### src/rtl/mmio_pkg.sv
// rtl/mmio_pkg.sv - shared types and constants for the MMIO interconnect
// Contents: FSM state encoding, default error read data, canonical address
// windows (instruction memory, data memory, timer, UART) for building
// SLAVE_BASE / SLAVE_MASK.
package mmio_pkg;

  typedef enum logic [1:0] {
    IDLE   = 2'd0,
    ACCESS = 2'd1,
    RESP   = 2'd2
  } mmio_state_t;

  localparam logic [31:0] ERR_DATA_DEFAULT = 32'hDEAD_BEEF;

  localparam logic [31:0] IMEM_BASE  = 32'h0000_0000;
  localparam logic [31:0] IMEM_MASK  = 32'hFFFF_0000;
  localparam logic [31:0] DMEM_BASE  = 32'h1000_0000;
  localparam logic [31:0] DMEM_MASK  = 32'hFFFF_0000;
  localparam logic [31:0] TIMER_BASE = 32'h2000_0000;
  localparam logic [31:0] TIMER_MASK = 32'hFFFF_FF00;
  localparam logic [31:0] UART_BASE  = 32'h3000_0000;
  localparam logic [31:0] UART_MASK  = 32'hFFFF_FF00;

endpackage

### src/rtl/mmio_addr_decode.sv
// rtl/mmio_addr_decode.sv - combinational priority address decoder
// Ports:
//   addr   in  ADDR_W      address to decode
//   hit    out 1           some window matched
//   sel    out NUM_SLAVES  one-hot select of the lowest-index matching window
//   offset out ADDR_W      addr minus the matching window base
module mmio_addr_decode #(
  parameter int                           NUM_SLAVES = 4,
  parameter int                           ADDR_W     = 32,
  parameter logic [NUM_SLAVES*ADDR_W-1:0] SLAVE_BASE = '0,
  parameter logic [NUM_SLAVES*ADDR_W-1:0] SLAVE_MASK = '0
) (
  input  logic [ADDR_W-1:0]     addr,
  output logic                  hit,
  output logic [NUM_SLAVES-1:0] sel,
  output logic [ADDR_W-1:0]     offset
);

  // Scan from the highest index down so the lowest matching index overwrites
  // the others and wins on overlapping windows.
  always_comb begin
    hit    = 1'b0;
    sel    = '0;
    offset = '0;
    for (int i = NUM_SLAVES - 1; i >= 0; i--) begin
      if ((addr & SLAVE_MASK[i*ADDR_W +: ADDR_W]) == SLAVE_BASE[i*ADDR_W +: ADDR_W]) begin
        hit    = 1'b1;
        sel    = NUM_SLAVES'(1) << i;
        offset = addr - SLAVE_BASE[i*ADDR_W +: ADDR_W];
      end
    end
  end

endmodule

### src/rtl/mmio_interconnect.sv
// rtl/mmio_interconnect.sv - registered memory-mapped interconnect, one master to NUM_SLAVES targets
// Optional feature macro: BUS_TIMEOUT_EN (slave wait timeout with bus error).
// Ports:
//   clk, rst                      clock, synchronous active-high reset
//   m_addr/m_wdata/m_be/m_we/m_re master request (sampled in IDLE only)
//   m_rdata/m_ready/m_err/m_busy  master response, all registered
//   s_sel/s_addr/s_wdata/s_be     slave request, shared except one-hot s_sel
//   s_we/s_re                     slave strobes, qualified by s_sel
//   s_rdata/s_ready               flattened per-slave read data and completion
module mmio_interconnect
  import mmio_pkg::*;
#(
  parameter int                           NUM_SLAVES     = 4,
  parameter int                           ADDR_W         = 32,
  parameter int                           DATA_W         = 32,
  parameter logic [NUM_SLAVES*ADDR_W-1:0] SLAVE_BASE     = '0,
  parameter logic [NUM_SLAVES*ADDR_W-1:0] SLAVE_MASK     = '0,
  parameter int                           TIMEOUT_CYCLES = 255,
  parameter logic [DATA_W-1:0]            ERR_DATA       = DATA_W'(ERR_DATA_DEFAULT)
) (
  input  logic                         clk,
  input  logic                         rst,
  input  logic [ADDR_W-1:0]            m_addr,
  input  logic [DATA_W-1:0]            m_wdata,
  input  logic [DATA_W/8-1:0]          m_be,
  input  logic                         m_we,
  input  logic                         m_re,
  output logic [DATA_W-1:0]            m_rdata,
  output logic                         m_ready,
  output logic                         m_err,
  output logic                         m_busy,
  output logic [NUM_SLAVES-1:0]        s_sel,
  output logic [ADDR_W-1:0]            s_addr,
  output logic [DATA_W-1:0]            s_wdata,
  output logic [DATA_W/8-1:0]          s_be,
  output logic                         s_we,
  output logic                         s_re,
  input  logic [NUM_SLAVES*DATA_W-1:0] s_rdata,
  input  logic [NUM_SLAVES-1:0]        s_ready
);

  if (NUM_SLAVES < 1 || NUM_SLAVES > 16 || (DATA_W % 8) != 0 || TIMEOUT_CYCLES < 1) begin : g_bad_params
    $error("mmio_interconnect: illegal parameter combination");
  end

  mmio_state_t state;

  logic                  dec_hit;
  logic [NUM_SLAVES-1:0] dec_sel;
  logic [ADDR_W-1:0]     dec_offset;

  mmio_addr_decode #(
    .NUM_SLAVES (NUM_SLAVES),
    .ADDR_W     (ADDR_W),
    .SLAVE_BASE (SLAVE_BASE),
    .SLAVE_MASK (SLAVE_MASK)
  ) u_decode (
    .addr   (m_addr),
    .hit    (dec_hit),
    .sel    (dec_sel),
    .offset (dec_offset)
  );

  // The registered one-hot s_sel doubles as the response mux select, so
  // ready/data from unselected slaves never reach the FSM.
  logic              sel_ready;
  logic [DATA_W-1:0] sel_rdata;

  always_comb begin
    sel_rdata = '0;
    for (int i = 0; i < NUM_SLAVES; i++) begin
      if (s_sel[i]) sel_rdata = sel_rdata | s_rdata[i*DATA_W +: DATA_W];
    end
  end

  assign sel_ready = |(s_ready & s_sel);

`ifdef BUS_TIMEOUT_EN
  localparam int              CNT_W    = $clog2(TIMEOUT_CYCLES + 1);
  localparam logic [CNT_W-1:0] CNT_LAST = CNT_W'(TIMEOUT_CYCLES - 1);
  logic [CNT_W-1:0] to_cnt;
`endif

  always_ff @(posedge clk) begin
    if (rst) begin
      state   <= IDLE;
      s_sel   <= '0;
      s_we    <= 1'b0;
      s_re    <= 1'b0;
      s_addr  <= '0;
      s_wdata <= '0;
      s_be    <= '0;
      m_rdata <= '0;
      m_ready <= 1'b0;
      m_err   <= 1'b0;
      m_busy  <= 1'b0;
`ifdef BUS_TIMEOUT_EN
      to_cnt  <= '0;
`endif
    end else begin
      m_ready <= 1'b0;
      case (state)
        IDLE: begin
          if (m_we || m_re) begin
            m_busy <= 1'b1;
            if (dec_hit) begin
              state   <= ACCESS;
              s_sel   <= dec_sel;
              s_addr  <= dec_offset;
              s_wdata <= m_wdata;
              s_be    <= m_be;
              // A combined write+read request performs only the write.
              s_we    <= m_we;
              s_re    <= m_re & ~m_we;
`ifdef BUS_TIMEOUT_EN
              to_cnt  <= '0;
`endif
            end else begin
              state   <= RESP;
              m_err   <= 1'b1;
              m_rdata <= ERR_DATA;
            end
          end
        end
        ACCESS: begin
          // s_ready is tested first so a completion in the final wait
          // cycle beats the timeout.
          if (sel_ready) begin
            state   <= RESP;
            m_err   <= 1'b0;
            m_rdata <= s_re ? sel_rdata : '0;
            s_sel   <= '0;
            s_we    <= 1'b0;
            s_re    <= 1'b0;
          end
`ifdef BUS_TIMEOUT_EN
          else if (to_cnt == CNT_LAST) begin
            state   <= RESP;
            m_err   <= 1'b1;
            m_rdata <= ERR_DATA;
            s_sel   <= '0;
            s_we    <= 1'b0;
            s_re    <= 1'b0;
          end else begin
            to_cnt <= to_cnt + 1'b1;
          end
`endif
        end
        RESP: begin
          state   <= IDLE;
          m_ready <= 1'b1;
          m_busy  <= 1'b0;
        end
        default: state <= IDLE;
      endcase
    end
  end

endmodule

### config.mk
export PLATFORM = sky130hd
export DESIGN_NAME = mmio_interconnect
export DESIGN_NICKNAME = d
export VERILOG_FILES = /design/src/rtl/mmio_pkg.sv /design/src/rtl/mmio_addr_decode.sv /design/src/rtl/mmio_interconnect.sv
export SDC_FILE = /design/constraint.sdc
export NUM_CORES = 1
export LEC_CHECK = 0
export CAP_MARGIN = 20
export CORE_AREA = 2 2 122 124
export DETAILED_ROUTE_END_ITERATION = 8
export DIE_AREA = 0 0 124 126
export GPL_TIMING_DRIVEN = 0
export PLACE_DENSITY = 0.79
export SYNTH_ARGS = -nofsm -noshare
export SYNTH_HDL_FRONTEND = slang
export SYNTH_SLANG_ARGS = --single-unit
### constraint.sdc
create_clock -name clk -period 1.4 [get_ports clk]
set_input_delay 0.28 -clock clk [delete_from_list [all_inputs] [get_ports clk]]
set_output_delay 0.28 -clock clk [all_outputs]
set_load 0.01 [all_outputs]
# ---- Word level (Yosys, flattened, before mapping)
# Index checks and enable logic that the tools add are counted.
dict set report totals {
  inputBits 204
  ff_bits 110
  out_inout_bits 109
}
dict set report classes {
  mux 19
  reduce_logical 10
  bitwise 6
  eq_ne 4
}
# operator count
set op_table {}
lappend op_table {{2-to-1 mux 32 bit} 5}
lappend op_table {{OR 32 bit} 3}
lappend op_table {{2-to-1 mux 4 bit} 2}
lappend op_table {{one-hot mux 4 bit (2 select lines)} 1}
lappend op_table {{AND reduction 2 bit} 4}
lappend op_table {{one-hot mux 1 bit (2 select lines)} 3}
lappend op_table {{2-to-1 mux 1 bit} 5}
lappend op_table {{bitwise AND 4 bit} 1}
lappend op_table {{2-to-1 mux 2 bit} 2}
lappend op_table {{inequality test 2 bit (second input constant)} 2}
lappend op_table {{one-hot mux 2 bit (2 select lines)} 1}
lappend op_table {{nonzero test 2 bit} 2}
lappend op_table {{OR reduction 4 bit} 1}
lappend op_table {{AND reduction 3 bit} 1}
lappend op_table {{equality test 2 x 1 -> 1 bit (second input constant)} 1}
lappend op_table {{equality test 2 bit (second input constant)} 1}
lappend op_table {{logical NOT 2 bit} 1}
lappend op_table {{bitwise AND 1 bit} 1}
lappend op_table {{logical OR 1 bit} 1}
lappend op_table {{inverter 1 bit} 1}

# ---- Depth between registers and ports, before layout
# Gate-level depths: netlist of run 1.
dict set report logic_depth {
  ltp_word 8
  mapped_depth 6
  depth_no_buf 3
}

# ---- Cells and area by module
# A second synthesis of run 1 with hierarchy kept.
dict set report hier_totals {
  cells_unflattened 643
  area_unflattened_um2 5236.3
}
# module instances area_each_um2 seq_area_each_um2 cells_each
set by_module_without_submodules {}
lappend by_module_without_submodules {mmio_interconnect 1 4951.0 2222.1 604}
lappend by_module_without_submodules {mmio_addr_decode 1 285.3 0.0 39}

# ---- Least setup slack after synthesis of run 1
# No wires, ideal clock.
dict set report synth_path {
  path_type {reg2reg}
  from {register s_sel[0]}
  to {register s_we}
  n_path_buf 2
  setup_time_ps 116
  slack_ps 77
  arrival_time_ps 1206
  path_stages_with_launch 6
  cell_sequence {dfxtp_1 -> nand4b_1 -> nor2b_1 -> buf_2 -> buf_6 -> a31o_2}
}
dict set report synth_between {
  elab_chain_cells 4
}
# element line_no
set synth_lines {}
lappend synth_lines {{from (decl)} mmio_interconnect.sv:32} ;# output logic [NUM_SLAVES-1:0] s_sel,
lappend synth_lines {{from (signal assigned)} mmio_interconnect.sv:108} ;# s_sel <= dec_sel;
lappend synth_lines {{bitwise AND 4 bit} mmio_interconnect.sv:76} ;# assign sel_ready = |(s_ready & s_sel);
lappend synth_lines {{OR reduction 4 bit} mmio_interconnect.sv:76}
lappend synth_lines {{inequality test 2 bit (no line)} -}
lappend synth_lines {{AND reduction 3 bit (no line)} -}
lappend synth_lines {{to (signal assigned)} mmio_interconnect.sv:113} ;# s_we <= m_we;
lappend synth_lines {{to (decl)} mmio_interconnect.sv:36} ;# output logic s_we,
# No other way between the ends.
# A chain may end at the register's enable or synchronous reset.

# ---- Worst setup path after layout of run 1
dict set report layout_path {
  from {register state[1]}
  to {register m_rdata[29]}
}
dict set report layout_between {
  elab_chain_cells 2
}
# element line_no
set layout_lines {}
lappend layout_lines {{from (decl)} mmio_interconnect.sv:46} ;# mmio_state_t state;
lappend layout_lines {{from (signal assigned)} mmio_interconnect.sv:86} ;# state <= IDLE;
lappend layout_lines {{from (signal assigned)} mmio_interconnect.sv:107} ;# state <= ACCESS;
lappend layout_lines {{from (signal assigned)} mmio_interconnect.sv:119} ;# state <= RESP;
lappend layout_lines {{equality test 2 x 1 -> 1 bit} mmio_interconnect.sv:102} ;# case (state)
lappend layout_lines {{AND reduction 2 bit (no line)} -}
lappend layout_lines {{to (signal assigned)} mmio_interconnect.sv:131} ;# m_rdata <= s_re ? sel_rdata : '0;
lappend layout_lines {{to (decl)} mmio_interconnect.sv:28} ;# output logic [DATA_W-1:0] m_rdata,
# No other way between the ends.

==> results_dict.tcl, run 1 <==
set metrics [dict create \
    tritoncts "yes" \
    place_ws_ps -786 \
    drtPass1Iterations 4 \
    crit_path_start_kind "register" \
    ys_ff_latch 107 \
    postPlaceCellArea_um2 6190 \
    required_ps 1630 \
    h-tree-depth 3 \
    worst_slew_pin_slew_ps 531 \
    cts_made_buffers 9 \
    ys_seq_area_share_pct 55.6 \
    synth.distinct_cells 28 \
    violations "setup timing" \
    cp_max_fo 8 \
    drc_errors 0 \
    overflow 0 \
    leakagePower_nw 3.03 \
    root_buffer "clkbuf_16" \
    whs_path_depth 2 \
    rr_worst_depth 5 \
    fmax_ghz 0.671 \
    drv_slew 0 \
    ff_latch_area_um2 2150 \
    n_fill_cell 1405 \
    clk_path_buf_depth 2 \
    gp_congestion 0.730 \
    crit_chain "nand4b_1 -> buf_4 -> nor2b_4 -> buf_6 -> a22o_1" \
    slew_headroom_pct 64.6 \
    ys_warn_count 0 \
    num_vias 4079 \
    cp_slowest_cell "dfxtp_4" \
    worstSetupPathType "register to register" \
    dp_cells 815 \
    grt_pass1_wl_um 20600 \
    final_nets 864 \
    core_area_um2 14300 \
    syn_avg_cell_area_um2 9.19 \
    hold_class "input pin to register" \
    clk_latency_ps 350 \
    via_per_inst 4.80 \
    layout_setup_ws_ps -89.6 \
    fin_crit_ps 1490 \
    synthesis.area_um2 3850 \
    drive_gt1_share_pct 14.9 \
    rows 44 \
    grt_max_degree 16 \
    ant_nets 0 \
    holdBufCountCts 0 \
    post-route-period-util_pct 106 \
    power_density_nw_per_um2 1090 \
    final_cells 849 \
    vdd_drop_max_v 0.000666 \
    cts.sinks 107 \
    total_power_mw 7.38 \
    antenna_found_initial 1 \
    rsz0062_at_grt "true" \
    setup_viol 33 \
    drt_iter0_markers 164 \
    port_buffers 209 \
    hold_viol_final 0 \
    clk_pin_slew_ps 70 \
    cp-end-kind "register" \
    synthToLayoutAreaGrowth_pct 76.2 \
    grt_pass1_vias 3804 \
    grt_usage_pct 17.3 \
    cpPeakStageDelay_ps 370 \
    die_y_um 126 \
    start_util_pct 26.9 \
    outcome "finished, violations left" \
    routed_wl_um 14000 \
    dp_hpwl_um 9600 \
    die_area_um2 15600 \
    maxCapViolCount 0 \
    dieWidth_um 124 \
    synthCells 419 \
    final_area_um2 6790 \
    fin_worst_skew_ps 8.45 \
    multi_input_area_um2 1560 \
    io_pins 313 \
    wl_per_cell_um 16.4 \
    crit_arrival_ps 1720 \
]
[timing repair]
action	4_1_cts	5_1_grt
resized for setup	161	80
pin swaps	5	48
setup endpoints to repair	207	92
buffers inserted	12	2
cloned	6	1
[per-stage QoR]
step | util [%] | TNS [ps] | hold slack, ps
after global routing | 47.4 | -3600 | 383
after global placement | 43.2 | -62540 | 447
final | 47.4 | -2080 | 370
after floorplan | - | 0 | 395
after detailed placement | 43.2 | -63500 | 462
after CTS | 46.4 | -1240 | 345
[per-layer routing]
layer	routed length [um]	track usage, %	share of wire (%)	vias to the layer above
met5	0	0	0	-
met4	191	5.42	1.4	0
met3	1600	7.93	11	12
met2	6560	28.4	47	173
met1	5610	19.9	40	1897
li1	-	-	-	1997
[synth_stat cells (all sizes together)]
cell type,instances,share of area [%]
o21ai,69,9.0
nand3b,1,0.19
buf,19,3.5
nand2b,1,0.16
nand3,69,9.0
nand4b,1,0.23
a21oi,72,9.4
nor2,4,0.52
dfxtp,107,56
a22o,32,7.3
inv,1,0.097
clkbuf,30,3.0
nor2b,1,0.16
or2,2,0.32
a2111oi,1,0.23
a21boi,1,0.19
conb,1,0.097
a31o,1,0.23
nor3b,2,0.52
nand2,4,0.39
[state kept, by name, summed over array words and instances (netlist names)]
name,count
m_rdata,32
s_addr,32
s_wdata,32
s_be,4
state,2
m_busy,1
m_ready,1
s_re,1
s_sel,1
s_we,1
[kinds of logic (layout without fill, tap and decap cells)]
family,Yosys count,in the layout,share of synthesized area [%]
and+or+nand+nor,85,85,11.5
other,1,5,0.0973
DFF,107,107,55.6
AOI/OAI and AO/OA,176,176,26.2
buffers and inverters,50,292,6.59
[final timing paths]
| check | startpoint | end | slack [ps] |
|---|---|---|---|
| max | state[1]$_SDFFE_PP0P_ | m_rdata[29]$_SDFFE_PP0P_ | -90 |
| min | m_we | s_re$_SDFFE_PP0P_ | 370 |
| max reg2reg | state[1]$_SDFFE_PP0P_ | m_rdata[29]$_SDFFE_PP0P_ | -90 |
| min reg2reg | s_be[2]$_SDFFE_PP0P_ | s_be[2]$_SDFFE_PP0P_ | 460 |
[layout make-up]
class | count | share of cell area [%]
well taps | 184 | 3.39
repair buffers | 229 | 32.4
clock buffers | 14 | 4.19
flip-flops and latches | 107 | 31.7
multi-input cells | 265 | 23.0
clock inverters | 1 | 0.442
plain buffers | 47 | 4.78
diodes | 1 | 0.0369
inverters | 1 | 0.0553
[cell usage in the layout (no fill, tap or decap), drive strengths merged]
| cell type | instances |
|---|---|
| buf | 38 |
| a31o | 1 |
| nand3b | 1 |
| a22o | 32 |
| nand2 | 4 |
| clkdlybuf4s15 | 1 |
| conb | 4 |
| nor3b | 2 |
| clkbuf | 44 |
| diode | 1 |
| bufinv | 1 |
| nor2b | 1 |
| o21ai | 69 |
| a21oi | 72 |
| inv | 1 |
| dlygate4sd2 | 106 |
| nand4b | 1 |
| dfxtp | 107 |
| nor2 | 4 |
| clkdlybuf4s50 | 101 |
| a21boi | 1 |
| a2111oi | 1 |
| nand3 | 69 |
| or2 | 2 |
| nand2b | 1 |
[critical path: cells and delay by family, from the launching register on]
family	cells	cell delay (ps)
buffers and inverters	2	360
and+or+nand+nor	2	430
AOI/OAI and AO/OA	1	220
DFF	1	370
[power by group]
group          internal (mW)  leakage, nW  total, mW  switching, mW
logic                  0.717         2.00       1.39          0.676
registers               3.22        0.878       3.31         0.0930
clock network           1.58        0.155       2.68           1.10
total                   5.51         3.03       7.38           1.87
(Power assumes the default switching activity.)
==> inputs of run 2 (changes only) <==
--- a/config.mk
+++ b/config.mk
@@ -10,7 +10,7 @@
 export DETAILED_ROUTE_END_ITERATION = 8
 export DIE_AREA = 0 0 124 126
 export GPL_TIMING_DRIVEN = 0
-export PLACE_DENSITY = 0.79
+export PLACE_DENSITY = 0.68
 export SYNTH_ARGS = -nofsm -noshare
 export SYNTH_HDL_FRONTEND = slang
 export SYNTH_SLANG_ARGS = --single-unit
==> results_dict.tcl, run 2 (same netlist as run 1, synthesis figures left out) <==
set metrics [dict create \
    final_nets 855 \
    core_area_um2 14300 \
    crit_chain "nand4b_1 -> nor2b_4 -> buf_6 -> a22o_1" \
    gp_congestion 0.774 \
    cts_made_buffers 9 \
    total_power_mw 7.18 \
    layout_commonest_cell "dlygate4sd2_1" \
    die_area_um2 15600 \
    hold_viol_final 0 \
    cts.sinks 107 \
    num_vias 4046 \
    setup_viol 0 \
    crit_arrival_ps 1620 \
    final_area_um2 6610 \
    switching_share_pct 26.1 \
    drtPass1Iterations 4 \
    worstReg2RegStart "state[1]$_SDFFE_PP0P_" \
    grt_pass1_vias 4073 \
    fin_crit_ps 1390 \
    leakagePower_nw 2.96 \
    reg2reg_slack_ps 10 \
    worstSetupEndpoint "m_rdata[1]$_SDFFE_PP0P_" \
    grt_max_degree 17 \
    routed_wl_um 13400 \
    top_regs "m_rdata (32), s_addr (32), s_wdata (32)" \
    rr_worst_depth 4 \
    fmax_ghz 0.719 \
    clk_pin_slew_ps 70 \
    drc_errors 0 \
    n_fill_cell 1441 \
    wl_per_cell_um 15.9 \
    ant_nets 0 \
    antenna_found_initial 1 \
    worstSetupPathType "register to register" \
    grt_usage_pct 16.6 \
    rows 44 \
    io_pins 313 \
    post-route-period-util_pct 99.3 \
    tritoncts "yes" \
    required_ps 1630 \
    postPlaceCellArea_um2 6190 \
    dieWidth_um 124 \
    die_y_um 126 \
    power_frac_comb_pct 19.0 \
    outcome "completed" \
    drv_slew 0 \
    switchingPower_mw 1.87 \
    root_buffer "clkbuf_16" \
    hold_class "input pin to register" \
    overflow 0 \
    grt_pass1_wl_um 20200 \
    fin_worst_skew_ps 8.02 \
    reg2reg_to "m_rdata[1]$_SDFFE_PP0P_" \
    clk_path_buf_depth 2 \
    h-tree-depth 3 \
    synthToLayoutAreaGrowth_pct 71.6 \
    drive_gt1_share_pct 12.5 \
    cp_slowest_cell "dfxtp_4" \
    cp-end-kind "register" \
    crit_path_start_kind "register" \
    dp_hpwl_um 9600 \
    cp_max_fo 10 \
    holdBufCountCts 0 \
    power_density_nw_per_um2 1090 \
    cpPeakStageDelay_ps 360 \
    vdd_drop_max_v 0.000946 \
    intPower_mw 5.31 \
    cp-startpoint "state[1]$_SDFFE_PP0P_" \
    final_cell_mix "dlygate4sd2_1, dfxtp_1, clkdlybuf4s50_1" \
    clk_latency_ps 350 \
    rsz0062_at_grt "true" \
    port_buffers 209 \
    seqPwrFrac_pct 46.2 \
    via_per_inst 4.82 \
    p_clk_share_pct 34.8 \
    drt_iter0_markers 197 \
    maxCapViolCount 0 \
    start_util_pct 26.9 \
]
==> run 2: cell types whose count changed in the layout (fill, tap and decap cells not counted), sizes merged <==
cell / before / now
buf: 38 / 30
clkbuf: 44 / 38
clkdlybuf4s15: 1 / 0
clkinv: 0 / 2
dlygate4sd2: 106 / 108
inv: 1 / 2
==> run 2: power by group through the flow <==
stage / Combinational (mW) / Clock, mW / Sequential (mW)
final: 1.36 / 2.50 / 3.32
after global routing: 1.48 / 2.71 / 3.34
after CTS: 1.30 / 2.58 / 3.31
after detailed placement: 1.35 / 0 / 3.38
after global placement: 1.33 / 0 / 3.37
after floorplan: 0.463 / 0 / 3.45
==> run 2: worst min path at each step <==
stage | cells past startpoint | start | slack [ps] | end
3_3_place_gp | 2 | m_busy$_SDFFE_PP0P_ | 450 | m_busy$_SDFFE_PP0P_
5_1_grt | 2 | m_we | 460 | s_re$_SDFFE_PP0P_
6_report | 2 | m_we | 440 | s_re$_SDFFE_PP0P_
4_1_cts | 2 | m_we | 410 | s_re$_SDFFE_PP0P_
2_1_floorplan | 1 | m_we | 400 | s_re$_SDFFE_PP0P_
3_5_place_dp | 2 | m_busy$_SDFFE_PP0P_ | 450 | m_busy$_SDFFE_PP0P_
==> run 2: per-stage QoR <==
stage	utilization, %	cells	setup slack, ps	hold WS [ps]	setup TNS (ps)
floorplan	-	422	77.4	395	0
global placement	43.2	815	-702	453	-57910
detailed placement	43.2	815	-757	447	-62130
CTS	45.3	837	1.96	408	0
global route	46.2	839	-77.2	462	-1860
finish	46.2	839	9.89	444	0
==> run 2: cell type report <==
| type | instances | area (um^2) | share of cell area (%) |
|---|---|---|---|
| antenna | 1 | 2.50 | 0.0379 |
| buffer | 46 | 315 | 4.77 |
| clock buffer | 10 | 229 | 3.46 |
| clock inverter | 4 | 52.6 | 0.795 |
| inverter | 1 | 3.75 | 0.0568 |
| multi-input combinational | 265 | 1530 | 23.1 |
| sequential | 107 | 2150 | 32.5 |
| tap | 184 | 230 | 3.48 |
| timing repair buffer | 221 | 2100 | 31.7 |
==> run 2: worst max-delay path, delay by kind of cell, from the launching register on <==
kind / cells / cell delay (ps)
simple gates: 2 / 520
flops: 1 / 360
compound gates: 1 / 240
buf+inv: 1 / 160
==> run 2: metal layers <==
| layer | wire length, um | global-route usage, % | share of wire [%] |
|---|---|---|---|
| met1 | 5330 | 19.0 | 40 |
| met2 | 6420 | 28.0 | 48 |
| met3 | 1490 | 8.02 | 11 |
| met4 | 123 | 3.77 | 0.92 |
| met5 | 0 | 0 | 0 |
==> run 2: what timing repair did <==
| action | CTS | global route |
|---|---|---|
| pin swaps | 4 | 14 |
| gates resized for setup | 145 | 63 |
| gates cloned | 2 | 2 |
| endpoints found under the setup margin | 208 | 99 |
| buffers inserted | 7 | 1 |
